File: src/rtl/fpu_ss_mem_bridge.sv
// fpu_ss_mem_bridge: FPU subsystem memory request/response bridge onto an OBI
// data port. Word accesses only by default; defining FPU_SS_MEM_BRIDGE_HALF_EN
// additionally allows halfword (funct3 3'b001) accesses with NaN-boxed loads.
//
// cmem_q/cmem_p handshakes: a transfer happens on a rising clk_i edge where
// valid and ready are both 1; once valid is raised its payload is held until
// that edge. The OBI address phase follows the same rule with data_req_o/data_gnt_i.
// data_rvalid_i cannot be stalled.

package acc_pkg;
    localparam int AddrWidth = 32;
    typedef enum logic { READ = 1'b0, WRITE = 1'b1 } mem_req_type_e;
endpackage

module fpu_ss_mem_bridge #(
    parameter int MAX_OUTSTANDING = 2
) (
    input  logic                           clk_i,
    input  logic                           rst_i,
    input  logic                           cmem_q_valid_i,
    output logic                           cmem_q_ready_o,
    input  logic [31:0]                    cmem_q_laddr_i,
    input  logic [31:0]                    cmem_q_wdata_i,
    input  logic [2:0]                     cmem_q_width_i,
    input  acc_pkg::mem_req_type_e         cmem_q_req_type_i,
    input  logic [31:0]                    cmem_q_hart_id_i,
    input  logic [acc_pkg::AddrWidth-1:0]  cmem_q_addr_i,
    output logic                           cmem_p_valid_o,
    input  logic                           cmem_p_ready_i,
    output logic [31:0]                    cmem_p_rdata_o,
    output logic                           cmem_p_status_o,
    output logic [31:0]                    cmem_p_hart_id_o,
    output logic [acc_pkg::AddrWidth-1:0]  cmem_p_addr_o,
    output logic                           data_req_o,
    input  logic                           data_gnt_i,
    output logic [31:0]                    data_addr_o,
    output logic                           data_we_o,
    output logic [3:0]                     data_be_o,
    output logic [31:0]                    data_wdata_o,
    input  logic                           data_rvalid_i,
    input  logic [31:0]                    data_rdata_i,
    input  logic                           data_err_i,
    output logic                           dbg_state_o
);

    localparam int AW = acc_pkg::AddrWidth;
    localparam int PW = (MAX_OUTSTANDING > 1) ? $clog2(MAX_OUTSTANDING) : 1;
    localparam int CW = $clog2(MAX_OUTSTANDING + 1);

    typedef enum logic { S_IDLE = 1'b0, S_REQ = 1'b1 } state_e;

    state_e state_q, state_d;

    // Tracking FIFO: one entry per granted bus access awaiting rvalid.
    logic          trk_we_q   [MAX_OUTSTANDING];
    logic          trk_half_q [MAX_OUTSTANDING];
    logic          trk_hi_q   [MAX_OUTSTANDING];
    logic [31:0]   trk_hart_q [MAX_OUTSTANDING];
    logic [AW-1:0] trk_addr_q [MAX_OUTSTANDING];
    logic [PW-1:0] trk_wr_q, trk_rd_q;
    logic [CW-1:0] trk_cnt_q;

    // Response FIFO: registered head, so a push is visible one cycle later.
    logic [31:0]   rsp_rdata_q  [MAX_OUTSTANDING];
    logic          rsp_status_q [MAX_OUTSTANDING];
    logic [31:0]   rsp_hart_q   [MAX_OUTSTANDING];
    logic [AW-1:0] rsp_addr_q   [MAX_OUTSTANDING];
    logic [PW-1:0] rsp_wr_q, rsp_rd_q;
    logic [CW-1:0] rsp_cnt_q;

    // Captured request (address phase payload plus echo fields).
    logic          req_we_q, req_half_q, req_hi_q;
    logic [31:0]   req_addr_q, req_wdata_q, req_hart_q;
    logic [3:0]    req_be_q;
    logic [AW-1:0] req_acc_addr_q;

    logic full_ok, half_ok, legal, credit_ok;
    logic q_fire, gnt_fire, rv_fire, ill_push, rsp_push, rsp_pop;
    logic [31:0]   push_rdata, push_hart;
    logic          push_status;
    logic [AW-1:0] push_addr;

    function automatic logic [PW-1:0] ptr_inc(input logic [PW-1:0] p);
        return (int'(p) == MAX_OUTSTANDING - 1) ? '0 : p + 1'b1;
    endfunction

    // Request legality and credit check.
    always_comb begin
        full_ok = (cmem_q_width_i == 3'b010) && (cmem_q_laddr_i[1:0] == 2'b00);
`ifdef FPU_SS_MEM_BRIDGE_HALF_EN
        half_ok = (cmem_q_width_i == 3'b001) && !cmem_q_laddr_i[0];
`else
        half_ok = 1'b0;
`endif
        legal     = full_ok || half_ok;
        credit_ok = (int'(trk_cnt_q) + int'(rsp_cnt_q)) < MAX_OUTSTANDING;
    end

    assign q_fire   = cmem_q_valid_i && cmem_q_ready_o;
    assign gnt_fire = (state_q == S_REQ) && data_gnt_i;
    assign rv_fire  = data_rvalid_i && (trk_cnt_q != '0);
    assign ill_push = q_fire && !legal;
    assign rsp_push = rv_fire || ill_push;
    assign rsp_pop  = cmem_p_valid_o && cmem_p_ready_i;

    // FSM state register.
    always_ff @(posedge clk_i or posedge rst_i) begin
        if (rst_i) state_q <= S_IDLE;
        else       state_q <= state_d;
    end

    // FSM next state: legal request opens an address phase, grant closes it.
    always_comb begin
        state_d = state_q;
        case (state_q)
            S_IDLE:  if (q_fire && legal) state_d = S_REQ;
            S_REQ:   if (data_gnt_i)      state_d = S_IDLE;
            default: state_d = S_IDLE;
        endcase
    end

    // FSM outputs; illegal requests wait until no bus access is outstanding so responses stay ordered.
    always_comb begin
        cmem_q_ready_o = !rst_i && (state_q == S_IDLE) && credit_ok && (legal || (trk_cnt_q == '0));
        data_req_o     = (state_q == S_REQ);
        dbg_state_o    = state_q;
    end

    // Capture the address-phase payload on a legal request handshake.
    always_ff @(posedge clk_i or posedge rst_i) begin
        if (rst_i) begin
            req_we_q       <= 1'b0;
            req_half_q     <= 1'b0;
            req_hi_q       <= 1'b0;
            req_addr_q     <= '0;
            req_wdata_q    <= '0;
            req_hart_q     <= '0;
            req_be_q       <= '0;
            req_acc_addr_q <= '0;
        end else if (q_fire && legal) begin
            req_we_q       <= (cmem_q_req_type_i == acc_pkg::WRITE);
            req_half_q     <= half_ok;
            req_hi_q       <= cmem_q_laddr_i[1];
            req_addr_q     <= {cmem_q_laddr_i[31:2], 2'b00};
            req_wdata_q    <= half_ok ? {2{cmem_q_wdata_i[15:0]}} : cmem_q_wdata_i;
            req_hart_q     <= cmem_q_hart_id_i;
            req_be_q       <= half_ok ? (cmem_q_laddr_i[1] ? 4'b1100 : 4'b0011) : 4'b1111;
            req_acc_addr_q <= cmem_q_addr_i;
        end
    end

    assign data_addr_o  = req_addr_q;
    assign data_we_o    = req_we_q;
    assign data_be_o    = req_be_q;
    assign data_wdata_o = req_wdata_q;

    // Tracking FIFO: push on grant, pop on rvalid (rvalid with nothing tracked is dropped).
    always_ff @(posedge clk_i or posedge rst_i) begin
        if (rst_i) begin
            for (int i = 0; i < MAX_OUTSTANDING; i++) begin
                trk_we_q[i]   <= 1'b0;
                trk_half_q[i] <= 1'b0;
                trk_hi_q[i]   <= 1'b0;
                trk_hart_q[i] <= '0;
                trk_addr_q[i] <= '0;
            end
            trk_wr_q  <= '0;
            trk_rd_q  <= '0;
            trk_cnt_q <= '0;
        end else begin
            if (gnt_fire) begin
                trk_we_q[trk_wr_q]   <= req_we_q;
                trk_half_q[trk_wr_q] <= req_half_q;
                trk_hi_q[trk_wr_q]   <= req_hi_q;
                trk_hart_q[trk_wr_q] <= req_hart_q;
                trk_addr_q[trk_wr_q] <= req_acc_addr_q;
                trk_wr_q             <= ptr_inc(trk_wr_q);
            end
            if (rv_fire) trk_rd_q <= ptr_inc(trk_rd_q);
            case ({gnt_fire, rv_fire})
                2'b10:   trk_cnt_q <= trk_cnt_q + CW'(1);
                2'b01:   trk_cnt_q <= trk_cnt_q - CW'(1);
                default: trk_cnt_q <= trk_cnt_q;
            endcase
        end
    end

    // Response payload: bus completion has priority (the two never coincide by construction).
    always_comb begin
        push_rdata  = '0;
        push_status = 1'b1;
        push_hart   = cmem_q_hart_id_i;
        push_addr   = cmem_q_addr_i;
        if (rv_fire) begin
            if (!trk_we_q[trk_rd_q]) begin
                if (trk_half_q[trk_rd_q])
                    push_rdata = {16'hFFFF, trk_hi_q[trk_rd_q] ? data_rdata_i[31:16] : data_rdata_i[15:0]};
                else
                    push_rdata = data_rdata_i;
            end
            push_status = data_err_i;
            push_hart   = trk_hart_q[trk_rd_q];
            push_addr   = trk_addr_q[trk_rd_q];
        end
    end

    // Response FIFO storage and occupancy.
    always_ff @(posedge clk_i or posedge rst_i) begin
        if (rst_i) begin
            for (int i = 0; i < MAX_OUTSTANDING; i++) begin
                rsp_rdata_q[i]  <= '0;
                rsp_status_q[i] <= 1'b0;
                rsp_hart_q[i]   <= '0;
                rsp_addr_q[i]   <= '0;
            end
            rsp_wr_q  <= '0;
            rsp_rd_q  <= '0;
            rsp_cnt_q <= '0;
        end else begin
            if (rsp_push) begin
                rsp_rdata_q[rsp_wr_q]  <= push_rdata;
                rsp_status_q[rsp_wr_q] <= push_status;
                rsp_hart_q[rsp_wr_q]   <= push_hart;
                rsp_addr_q[rsp_wr_q]   <= push_addr;
                rsp_wr_q               <= ptr_inc(rsp_wr_q);
            end
            if (rsp_pop) rsp_rd_q <= ptr_inc(rsp_rd_q);
            case ({rsp_push, rsp_pop})
                2'b10:   rsp_cnt_q <= rsp_cnt_q + CW'(1);
                2'b01:   rsp_cnt_q <= rsp_cnt_q - CW'(1);
                default: rsp_cnt_q <= rsp_cnt_q;
            endcase
        end
    end

    assign cmem_p_valid_o   = (rsp_cnt_q != '0);
    assign cmem_p_rdata_o   = rsp_rdata_q[rsp_rd_q];
    assign cmem_p_status_o  = rsp_status_q[rsp_rd_q];
    assign cmem_p_hart_id_o = rsp_hart_q[rsp_rd_q];
    assign cmem_p_addr_o    = rsp_addr_q[rsp_rd_q];

endmodule
File: config.mk
export PLATFORM = sky130hd
export DESIGN_NAME = fpu_ss_mem_bridge
export DESIGN_NICKNAME = d
export VERILOG_FILES = /design/src/rtl/fpu_ss_mem_bridge.sv
export SDC_FILE = /design/constraint.sdc
export NUM_CORES = 1
export LEC_CHECK = 0
export ABC_AREA = 1
export BUFFER_PORTS_ARGS = -buffer_cell sky130_fd_sc_hd__buf_2
export CORE_ASPECT_RATIO = 0.6
export CORE_MARGIN = 2
export CORE_UTILIZATION = 42
export CTS_BUF_LIST = sky130_fd_sc_hd__clkbuf_16
export CTS_CLUSTER_SIZE = 28
export DETAILED_ROUTE_END_ITERATION = 12
export PLACE_DENSITY = 0.64
export SETUP_SLACK_MARGIN = 0.05
export SYNTH_ARGS = -nofsm -noshare
export SYNTH_HDL_FRONTEND = slang
export SYNTH_SLANG_ARGS = --single-unit
File: constraint.sdc
create_clock -name clk_i -period 36.3 [get_ports clk_i]
set_input_delay 5.445 -clock clk_i [delete_from_list [all_inputs] [get_ports clk_i]]
set_output_delay 5.445 -clock clk_i [all_outputs]
set_load 0.005 [all_outputs]
==> reports/metrics.csv <==
stage;metric;value;unit
global_routing;grt_pass1_wl;102.9;mm
synthesis;ys_ff_latch;466;
pwr;p_per_area;76.75;nW/um^2
setup_path;critical-path-max-stage-delay;0.42;ns
finish;design.final.nets;3002;
finish;layout.cells.most_common_list;1,163 x sky130_fd_sc_hd__nand2_1, 464 x sky130_fd_sc_hd__dfrtp_1, 337 x sky130_fd_sc_hd__buf_2;
drt;via_per_inst;5.252;
synthesis;post_synth_inst_count;2621;
pwr;clock_power_share;25.9;%
finish;syn_to_final_growth;16.01;%
drt;detail_route.wirelength;65.69;mm
clock_network;post_cts_hold_buffer_count;0;
clock_network;num_cts_buffers;48;
global_routing;number_of_antenna_violations_at_the_first_check_in_global_routing;10;
placed_design;dp.final_hpwl;40.06;mm
clock_network;resized_after_cts;0;
floorplanning;floorplan.die_area;52860;um^2
sta;worst_pin_slew;1.106;ns
sta;worst_slew_margin_rel;26.07;%
drt;avgRoutedWirePerCell;18.45;um
clock_network;clockRootBuffer;sky130_fd_sc_hd__clkbuf_16;
pwr;power.combinational.fraction;35.1;%
pwr;p_leak;13.81;nW
clock_network;htree_num_levels;2;
sta;setup_tns;0;ns
drt;via_count;18698;
drt;detail_route.drc_violations;0;
sta;post-route-period-util;33.38;%
placed_design;io_buffer_count;338;
synthesis;ys_seq_area_share;54.46;%
placed_design;numPlacedInstances;3471;
sta;fmaxAchievable;82.54;MHz
drt;topRoutingLayerUsed;met5;
setup_path;crit_path_cell_trace;buf_2, inv_8, nand2_1, nor2_1, inv_1, a21oi_4, buf_2;
clock_network;tritoncts;yes;
pwr;internal_pwr_total;1.150;mW
setup_path;cpLargestDelayFamily;buffers and inverters;
floorplanning;core_area;50690;um^2
drt;routedLengthMet1;29.77;mm
drt;route.antenna.remaining_nets;0;
setup_path;critical_path.max_fanout;92;
setup_path;worstPathRequired;30.85;ns
sta;report.final.setup_viol;0;
global_routing;grt_usage;24.93;%
pwr;worst_ir_drop_vdd;43.36;uV
finish;fin_cells;3560;
clock_network;post_cts_buffers;0;
drt;drt-pass1-iter-count;5;
setup_path;crit_path_top_delay_cell;sky130_fd_sc_hd__inv_8;
synthesis;synth.cell_area;21410;um^2
setup_path;critPathArrivalTime;6.67;ns
clock_network;clk_transition_reported_paths;0.06;ns
clock_network;clock_sinks;466;
global_routing;grt_max_degree;177;
pwr;p_seq_share;39.0;%
global_routing;grt_pass1_vias;18176;
pwr;switching_power_of_the_nets;0.7567;mW
drt;met3_length;5.629;mm
synthesis;post_synth_num_cell_types;31;
floorplanning;rows;64;
finish;final-seq-area;11670;um^2
setup_path;path_common_cell;sky130_fd_sc_hd__buf_2;
sta;finalHoldViolCount;0;
placed_design;gpl.final_weighted_congestion;0.7880;
clock_network;insertion_delay;0.57;ns
synthesis;synth.avg_cell_area;8.169;um^2
setup_path;path_buf_inv;4;
finish;fraction_of_layout_instances_using_a_drive_strength_above_1;17.95;%
sta;finalClockSkew;0.01955;ns
setup_path;start_kind;primary input;
finish;number_of_inserted_filler_cells_in_the_final_layout;4932;
drt;route.met2.wl;28.99;mm
sta;finalCriticalPeriod;12.12;ns
global_routing;grt_overflow;0;
job;maxCapViolCount;0;
setup_path;endpoint_kind;primary output;
sta;slew_viol_final;0;
finish;multi_input_area;8472;um^2
pwr;power_switching_share;39.69;%
drt;drt-initial-drc-count;1570;
floorplanning;die_width;295.5;um
hold_path;min-delay-path-class;reg2reg;
floorplanning;starting_density_of_the_core;42.24;%
floorplanning;height_of_the_die;178.9;um
finish;final_common_cell;sky130_fd_sc_hd__nand2_1;
clock_network;clock_tree.buffer_depth;3;
sta;rsz0062_at_grt;no;
run_status;outcome;finished clean;
setup_path;crit_type;in2out;
synthesis;yosysWarningCount;0;
floorplanning;pin_count;341;
[path summary, 6_finish.rpt]
check	end	depth (start not counted)	start	slack, ns
hold / removal	trk_half_q[0]$_DFFE_PP0P_	2	trk_half_q[0]$_DFFE_PP0P_	0.47
setup reg to reg	req_acc_addr_q[23]$_DFFE_PP0P_	13	trk_cnt_q[0]$_DFFE_PP0P_	32.28
hold reg to reg	trk_half_q[0]$_DFFE_PP0P_	2	trk_half_q[0]$_DFFE_PP0P_	0.47
setup / recovery	cmem_q_ready_o	7	rst_i	24.18
min in group asynchronous	data_addr_o[18]$_DFFE_PP0P_	2	rst_i	4.97
max in group asynchronous	rsp_rdata_q[31]$_DFFE_PP0P_	5	rst_i	28.12
[metrics by stage]
stage                     hold slack (ns)  instance area (um^2)  worst slack [ns]  total power [mW]  utilization [%]
after CTS                          0.4703                 24830             24.13             1.917            48.99
after global placement             0.4493                 23290             24.19             1.398            45.95
after floorplan                    0.4361                 21420             14.71             1.165                -
after detailed placement           0.4530                 23290             24.14             1.418            45.95
after global routing               0.4854                 24840             24.02             2.044            49.00
final                              0.4669                 24840             24.18             1.907            49.01
[sequential cells by signal (all words and copies together) (netlist names), 2 cells and up]
name	flops
trk_hart_q	64
trk_we_q	2
data_addr_o	30
rsp_cnt_q	2
trk_hi_q	2
rsp_status_q	2
req_hart_q	32
trk_half_q	2
data_wdata_o	32
rsp_hart_q	64
rsp_addr_q	64
trk_addr_q	64
trk_cnt_q	2
req_acc_addr_q	32
rsp_rdata_q	64
[layer usage]
layer	global-route usage, %	up-vias
met5	0	-
met4	5.499	14
met3	6.297	98
met2	37.86	656
met1	35.97	9092
li1	-	8838
[cell usage after synthesis]
cell                       number  area [um^2]
sky130_fd_sc_hd__ha_1           2        25.02
sky130_fd_sc_hd__buf_2         75        375.4
sky130_fd_sc_hd__inv_2          4        15.01
sky130_fd_sc_hd__clkbuf_1      97        364.1
sky130_fd_sc_hd__nor2_4         2        22.52
sky130_fd_sc_hd__xnor2_1        4        35.03
sky130_fd_sc_hd__nand2_2        2        12.51
sky130_fd_sc_hd__buf_4         10        75.07
sky130_fd_sc_hd__or2_1          1        6.260
sky130_fd_sc_hd__conb_1         1        3.750
sky130_fd_sc_hd__nand2_1     1164         4369
sky130_fd_sc_hd__fa_1           1        20.02
sky130_fd_sc_hd__nand3_1      212         1061
sky130_fd_sc_hd__nand3_2        1        10.01
sky130_fd_sc_hd__xor2_1         2        17.52
sky130_fd_sc_hd__nor2_8         1        20.02
sky130_fd_sc_hd__dfrtp_1      466        11660
sky130_fd_sc_hd__nand4_1      128        800.8
sky130_fd_sc_hd__o21a_1         1        7.510
sky130_fd_sc_hd__or2_2          1        6.260
sky130_fd_sc_hd__buf_1         17        63.81
sky130_fd_sc_hd__buf_6          5        56.30
sky130_fd_sc_hd__a21oi_1       36        180.2
sky130_fd_sc_hd__nor2_1        23        86.33
sky130_fd_sc_hd__mux2_2        63        709.4
sky130_fd_sc_hd__o21ai_1       60        300.3
sky130_fd_sc_hd__o21ai_2        4        35.03
sky130_fd_sc_hd__o21ai_0      135        675.7
sky130_fd_sc_hd__inv_4          1        6.260
sky130_fd_sc_hd__inv_1        101        379.1
sky130_fd_sc_hd__nand2_4        1        11.26
[area by class of cell]
cell class | instances | share of cell area (%)
flip-flops and latches | 466 | 46.98
multi-input cells | 1846 | 34.11
repair buffers | 360 | 7.535
clock buffers | 49 | 4.936
well taps | 693 | 3.491
inverters | 106 | 1.652
clock inverters | 37 | 1.274
diodes | 3 | 0.03022
[worst reg2reg max path: cells and delay by family (launching register included)]
| kind | cells | cell delay, ns |
|---|---|---|
| and+or+nand+nor | 6 | 1.45 |
| DFF | 1 | 0.45 |
| adders and majority gates | 1 | 0.42 |
| AOI/OAI and AO/OA | 1 | 0.13 |
| buffers and inverters | 5 | 1.48 |
[cell families (layout without fill, tap and decap cells)]
kind of cell               Yosys count  after routing  share of synthesized area (%)
buffers and inverters              310            552                          6.235
DFF                                466            466                          54.46
xor gates and xnor gates             6              6                         0.2454
and+or+nand+nor                   1536           1536                          29.92
muxes                               63             63                          3.313
adders and majority gates            3              3                         0.2104
other                                1              5                        0.01751
AOI/OAI and AO/OA                  236            236                          5.598
[power by group through the flow]
| stage | Combinational (mW) | Sequential (mW) | Clock, mW |
|---|---|---|---|
| floorplan | 0.443 | 0.722 | 0 |
| global placement | 0.653 | 0.744 | 0 |
| detailed placement | 0.669 | 0.749 | 0 |
| CTS | 0.670 | 0.741 | 0.506 |
| global route | 0.756 | 0.760 | 0.528 |
| finish | 0.669 | 0.743 | 0.494 |
No activity file was read; power rests on OpenSTA's default activity.
